File: config.mk
export PLATFORM = sky130hd
export DESIGN_NAME = arty_dma_arbiter
export DESIGN_NICKNAME = d
export VERILOG_FILES = /design/src/rtl/arty_dma_arbiter.sv
export SDC_FILE = /design/constraint.sdc
export NUM_CORES = 1
export LEC_CHECK = 0
export ABC_CLOCK_PERIOD_IN_PS = 1500
export CAP_MARGIN = 20
export CORE_AREA = 2 2 167 169
export CTS_CLUSTER_DIAMETER = 200
export DETAILED_ROUTE_END_ITERATION = 10
export DIE_AREA = 0 0 169 171
export PLACE_DENSITY = 0.49
export SLEW_MARGIN = 20
export SYNTH_ARGS = -nofsm -noshare
export SYNTH_HDL_FRONTEND = slang
export SYNTH_SLANG_ARGS = --single-unit
File: constraint.sdc
create_clock -name clk_i -period 1.5 [get_ports clk_i]
set_clock_uncertainty 0.15 [all_clocks]
set_input_delay 0.15 -clock clk_i [delete_from_list [all_inputs] [get_ports clk_i]]
set_output_delay 0.15 -clock clk_i [all_outputs]
set_load 0.005 [all_outputs]
File: src/rtl/arty_dma_arbiter.sv
// Round-robin arbiter that shares one bsg_cache DMA channel (pkt / read data / write data)
// among num_req_p requesters. Optional watchdog enabled by defining ARTY_DMA_ARB_TIMEOUT_EN.
module arty_dma_arbiter #(
    parameter int unsigned num_req_p             = 2,
    parameter int unsigned addr_width_p          = 28,
    parameter int unsigned data_width_p          = 64,
    parameter int unsigned block_size_in_words_p = 8,
    parameter int unsigned timeout_cycles_p      = 4096
) (
    input  logic                                     clk_i,
    input  logic                                     reset_n_i,
    input  logic [num_req_p*(addr_width_p+1)-1:0]    req_dma_pkt_i,
    input  logic [num_req_p-1:0]                     req_dma_pkt_v_i,
    output logic [num_req_p-1:0]                     req_dma_pkt_yumi_o,
    output logic [data_width_p-1:0]                  req_dma_data_o,
    output logic [num_req_p-1:0]                     req_dma_data_v_o,
    input  logic [num_req_p-1:0]                     req_dma_data_ready_and_i,
    input  logic [num_req_p*data_width_p-1:0]        req_dma_data_i,
    input  logic [num_req_p-1:0]                     req_dma_data_v_i,
    output logic [num_req_p-1:0]                     req_dma_data_yumi_o,
    output logic [addr_width_p:0]                    dma_pkt_o,
    output logic                                     dma_pkt_v_o,
    input  logic                                     dma_pkt_yumi_i,
    input  logic [data_width_p-1:0]                  dma_data_i,
    input  logic                                     dma_data_v_i,
    output logic                                     dma_data_ready_and_o,
    output logic [data_width_p-1:0]                  dma_data_o,
    output logic                                     dma_data_v_o,
    input  logic                                     dma_data_yumi_i,
    output logic [$clog2(num_req_p)-1:0]             grant_id_o,
    output logic                                     busy_o,
    output logic                                     error_o
);
    localparam int unsigned PKT_W = addr_width_p + 1;
    localparam int unsigned ID_W  = $clog2(num_req_p);
    localparam int unsigned CNT_W = $clog2(block_size_in_words_p) + 1;
    localparam int unsigned TO_W  = $clog2(timeout_cycles_p + 1);
    localparam logic [CNT_W-1:0] LAST_BEAT = CNT_W'(block_size_in_words_p - 1);
    localparam logic [ID_W-1:0]  LAST_ID   = ID_W'(num_req_p - 1);

    typedef enum logic [1:0] {IDLE, PKT, RDATA, WDATA} state_e;

    state_e            state_q, state_d;
    logic [ID_W-1:0]   grant_q, grant_d, rr_q, rr_d, win_id, next_rr;
    logic [CNT_W-1:0]  beat_q, beat_d;
    logic              win_found, pkt_hs, rd_hs, wr_hs, last_beat;
    logic [PKT_W-1:0]  sel_pkt;

    function automatic logic [ID_W-1:0] rr_idx(input logic [ID_W-1:0] base, input int unsigned ofs);
        return ID_W'((32'(base) + ofs) % num_req_p);
    endfunction

    // First pending requester at or above the rr pointer, with wrap.
    always_comb begin
        win_found = 1'b0;
        win_id    = rr_q;
        for (int unsigned i = 0; i < num_req_p; i++) begin
            if (!win_found && req_dma_pkt_v_i[rr_idx(rr_q, i)]) begin
                win_found = 1'b1;
                win_id    = rr_idx(rr_q, i);
            end
        end
    end

    assign sel_pkt   = req_dma_pkt_i[32'(grant_q)*PKT_W +: PKT_W];
    assign pkt_hs    = (state_q == PKT) && dma_pkt_yumi_i;
    assign rd_hs     = (state_q == RDATA) && dma_data_v_i && req_dma_data_ready_and_i[grant_q];
    assign wr_hs     = (state_q == WDATA) && dma_data_yumi_i;
    assign last_beat = (beat_q == LAST_BEAT);
    assign next_rr   = (grant_q == LAST_ID) ? '0 : grant_q + ID_W'(1);

`ifdef ARTY_DMA_ARB_TIMEOUT_EN
    localparam logic [TO_W-1:0] TO_LAST = TO_W'(timeout_cycles_p - 1);
    logic [TO_W-1:0] to_q, to_d;
    logic            err_q, err_d;
`endif

    always_comb begin
        state_d              = state_q;
        grant_d              = grant_q;
        rr_d                 = rr_q;
        beat_d               = beat_q;
        req_dma_pkt_yumi_o   = '0;
        req_dma_data_v_o     = '0;
        req_dma_data_yumi_o  = '0;
        dma_pkt_v_o          = 1'b0;
        dma_data_ready_and_o = 1'b0;
        dma_data_v_o         = 1'b0;
        dma_pkt_o            = sel_pkt;
        dma_data_o           = req_dma_data_i[32'(grant_q)*data_width_p +: data_width_p];
        req_dma_data_o       = dma_data_i;
`ifdef ARTY_DMA_ARB_TIMEOUT_EN
        to_d                 = to_q;
        err_d                = err_q;
`endif
        case (state_q)
            IDLE: begin
                if (win_found) begin
                    grant_d = win_id;
                    state_d = PKT;
                end
            end
            PKT: begin
                dma_pkt_v_o                 = req_dma_pkt_v_i[grant_q];
                req_dma_pkt_yumi_o[grant_q] = dma_pkt_yumi_i;
                if (pkt_hs) begin
                    beat_d  = '0;
                    state_d = sel_pkt[PKT_W-1] ? WDATA : RDATA;
                end
            end
            RDATA: begin
                dma_data_ready_and_o      = req_dma_data_ready_and_i[grant_q];
                req_dma_data_v_o[grant_q] = dma_data_v_i;
                if (rd_hs) begin
                    beat_d = beat_q + CNT_W'(1);
                    if (last_beat) begin
                        state_d = IDLE;
                        rr_d    = next_rr;
                    end
                end
            end
            WDATA: begin
                dma_data_v_o                 = req_dma_data_v_i[grant_q];
                req_dma_data_yumi_o[grant_q] = dma_data_yumi_i;
                if (wr_hs) begin
                    beat_d = beat_q + CNT_W'(1);
                    if (last_beat) begin
                        state_d = IDLE;
                        rr_d    = next_rr;
                    end
                end
            end
            default: state_d = IDLE;
        endcase
`ifdef ARTY_DMA_ARB_TIMEOUT_EN
        // Watchdog: counts consecutive cycles without a handshake while a grant is held.
        if (state_q == IDLE || pkt_hs || rd_hs || wr_hs) begin
            to_d = '0;
        end else if (to_q == TO_LAST) begin
            to_d    = '0;
            err_d   = 1'b1;
            state_d = IDLE;
            rr_d    = next_rr;
        end else begin
            to_d = to_q + TO_W'(1);
        end
`endif
    end

    always_ff @(posedge clk_i or negedge reset_n_i) begin
        if (!reset_n_i) begin
            state_q <= IDLE;
            grant_q <= '0;
            rr_q    <= '0;
            beat_q  <= '0;
        end else begin
            state_q <= state_d;
            grant_q <= grant_d;
            rr_q    <= rr_d;
            beat_q  <= beat_d;
        end
    end

`ifdef ARTY_DMA_ARB_TIMEOUT_EN
    always_ff @(posedge clk_i or negedge reset_n_i) begin
        if (!reset_n_i) begin
            to_q  <= '0;
            err_q <= 1'b0;
        end else begin
            to_q  <= to_d;
            err_q <= err_d;
        end
    end

    assign error_o = err_q;
`else
    logic [TO_W-1:0] unused_timeout;
    assign unused_timeout = TO_W'(timeout_cycles_p);
    assign error_o        = 1'b0;
`endif

    assign grant_id_o = grant_q;
    assign busy_o     = (state_q != IDLE);

`ifndef SYNTHESIS
    // A granted requester must keep its packet valid until the downstream consumes it.
    hold_pkt_v: assert property (@(posedge clk_i) disable iff (!reset_n_i)
        (state_q == PKT) |-> req_dma_pkt_v_i[grant_q])
        else $error("requester %0d dropped pkt_v before yumi", grant_q);
`endif

endmodule
==> metrics.txt <==
post-synth top area share=0.502; Starting Density=0.0771; post-synth net total=494; failing checks=setup timing; area leader, netlist=mux2_2; Critical path origin=grant_id_o; H-tree Lvls=1; Final Hold Viols=0; worst reg2reg setup slack=-0.34 ns; final number of max-transition violations=0; Syn-to-layout area delta=177%; worst vdd ir=0.422 mV; Global Route Usage Sum=0.0852; total vias in the final route=2833; CTS tree=built; Critical Path Most Common Cell=buf_12; core area=27300 sq um; asr flop ratio synth=1.00; Register-to-Register Path Depth=6; CP Cell Sequence=buf_12 -> buf_12 -> buf_4 -> buf_16 -> mux2_2 -> buf_2; worst r2r src=grant_id_o; wire length per cell=15.9 um; Hold Crit Class=in -> async; met1 WL=5370 um; setup_tns=-38.42 ns; Worst Setup Start Kind=register; Die H=171 um; die width=169 um; Seq cells post-synth=8; Post-Route Utilization=0.214; crit path buf inv count=5; Max-cap violations=0; die area=28900 sq um; ys flop type=dfrtp_1; LEAKAGE=2.44 nW; Routed WL=13800 um; register area share after synthesis=0.0950; setup ws final=-0.484 ns; clk slew on worst S/H paths=0.04 ns; Nets=784; uppermost layer routed=met4; Detailed Route Iter0 Violations=36; Top-Level Pins=430; r2r endpoint=rr_q; Mapped Avg Cell Area=9.08 sq um; CP Class=reg -> out; mapped cell area=2110 sq um; port bufs=300; RSZ-0062 raised after global routing=yes; DRT Pass-1 Iters=4; Critical Path Stages=6; nature of the critical path endpoint=primary output; final period utilization=1.32; Worst Path Arrival=1.68 ns; Slowest-stage cell, CP=dfrtp_4; Synth warnings=0; Worst path top cell family by delay=buffers and inverters; vias in the first global route=2961; CP max stage delay=0.48 ns; GRT Residual Overflow=0; layout cells sized above 1=0.534; num rows=61; power density over the cells=1310 nW/um^2; crit path time final=1.98 ns; design area=5840 sq um; routed vias/inst=3.27; placed cell area=5190 sq um; Post-synth EDFFs=0; Synth Instances=232; Root Driver=clkbuf_16; TritonCTS Buffers=3; antenna cells=0; synth top area cells=mux2_2, buf_4, dfrtp_1; Met2 Routed Length=6700 um; hold bufs inserted after CTS=0; detailed placement HPWL=10900 um; Post-DRT Antenna Nets=0; later-pin clock latency in the skew report=0.23 ns; Max FO, Critical Path=7; Placer Congestion=0.708; Critical Path End=dma_pkt_o[17]; Yosys cell types=26; first-pass GRT wire length=18500 um; Worst EP required=1.20 ns; Final Setup Violations=111; largest net degree at the start of global routing=9; metal3 WL=1690 um; total clock sinks=8; Fmax achieved=504 MHz; initial antenna violation count=0; worst-case clock buffer depth=2; # DRC=0; status=finished with violations
## cell type report
cell class,instances,area (sq um)
clock buffer,4,78.8
fill,2970,21500
inverter,3,18.8
multi-input combinational,143,1480
sequential,8,205
tap,346,433
timing repair buffer,363,3630
## registers in the layout, summed over array words and instances (netlist names)
register and count:
rr_q 1, beat_q 4, state_q 2, grant_id_o 1
## per-layer routing
metal  global-route usage  vias up
met4              0.00780        0
li1                     -     1330
met3               0.0382        8
met2                0.149      217
met1               0.0993     1278
met5                    0        -
## how the worst min path moves through the flow
stage	startpoint	slack (ns)	end	cells after the start
2_1_floorplan	reset_n_i	-0.30	beat_q[0]	0
3_3_place_gp	dma_data_i[11]	0.15	req_dma_data_o[11]	0
3_5_place_dp	dma_data_i[11]	0.15	req_dma_data_o[11]	0
4_1_cts	reset_n_i	0.08	rr_q	1
5_1_grt	reset_n_i	0.11	state_q[0]	1
6_report	reset_n_i	0.07	state_q[0]	1
## synthesized netlist by cell type, drive strengths merged (2+ instances only)
cell type and count:
mux2 95, buf 77, nor2 13, dfrtp 8
nand2 7, o21ai 5, inv 3, mux2i 3
nand3 3, a21oi 2, nand2b 2, nand3b 2
nor3b 2
## layout by cell type (no fill, tap or decap), types with 3 or more instances in the layout
cell	count
nor2_1	10
buf_4	24
nand3_1	3
buf_16	8
clkdlybuf4s50_1	196
buf_12	10
nand2_1	6
buf_6	64
mux2_2	72
mux2_4	22
buf_8	4
dfrtp_1	6
clkbuf_16	3
buf_2	55
## kinds of logic after synthesis
group,Yosys count,synth area share
simple gates,31,0.0689
compound gates,12,0.0380
fa+ha+maj,1,0.00594
flops,8,0.0950
buf+inv,81,0.268
other cells,1,0.00178
mux,98,0.522
## power breakdown
group	internal [mW]	leakage (nW)	switching, mW
sequential	0.328	0.0949	0.0752
clock	0.355	0.0382	0.108
combinational	4.49	2.31	2.31
total	5.18	2.44	2.49
## stage by stage
step | std cells | hold WS (ns) | worst slack (ns) | power [mW]
2_1_floorplan | 232 | -0.296 | 0.0303 | 2.61
3_3_place_gp | 823 | 0.150 | -0.457 | 5.28
3_5_place_dp | 823 | 0.150 | -0.480 | 5.27
4_1_cts | 865 | 0.0815 | -0.519 | 7.61
5_1_grt | 867 | 0.106 | -0.517 | 8.17
6_report | 867 | 0.0677 | -0.484 | 7.66
## what timing repair did
| item | 4_1_cts | 5_1_grt |
|---|---|---|
| gates cloned | 8 | 0 |
| setup endpoints to repair | 111 | 112 |
| setup buffers | 32 | 8 |
| gates resized for setup | 515 | 38 |
| pin swaps | 11 | 2 |
(Power assumes the default switching activity.)
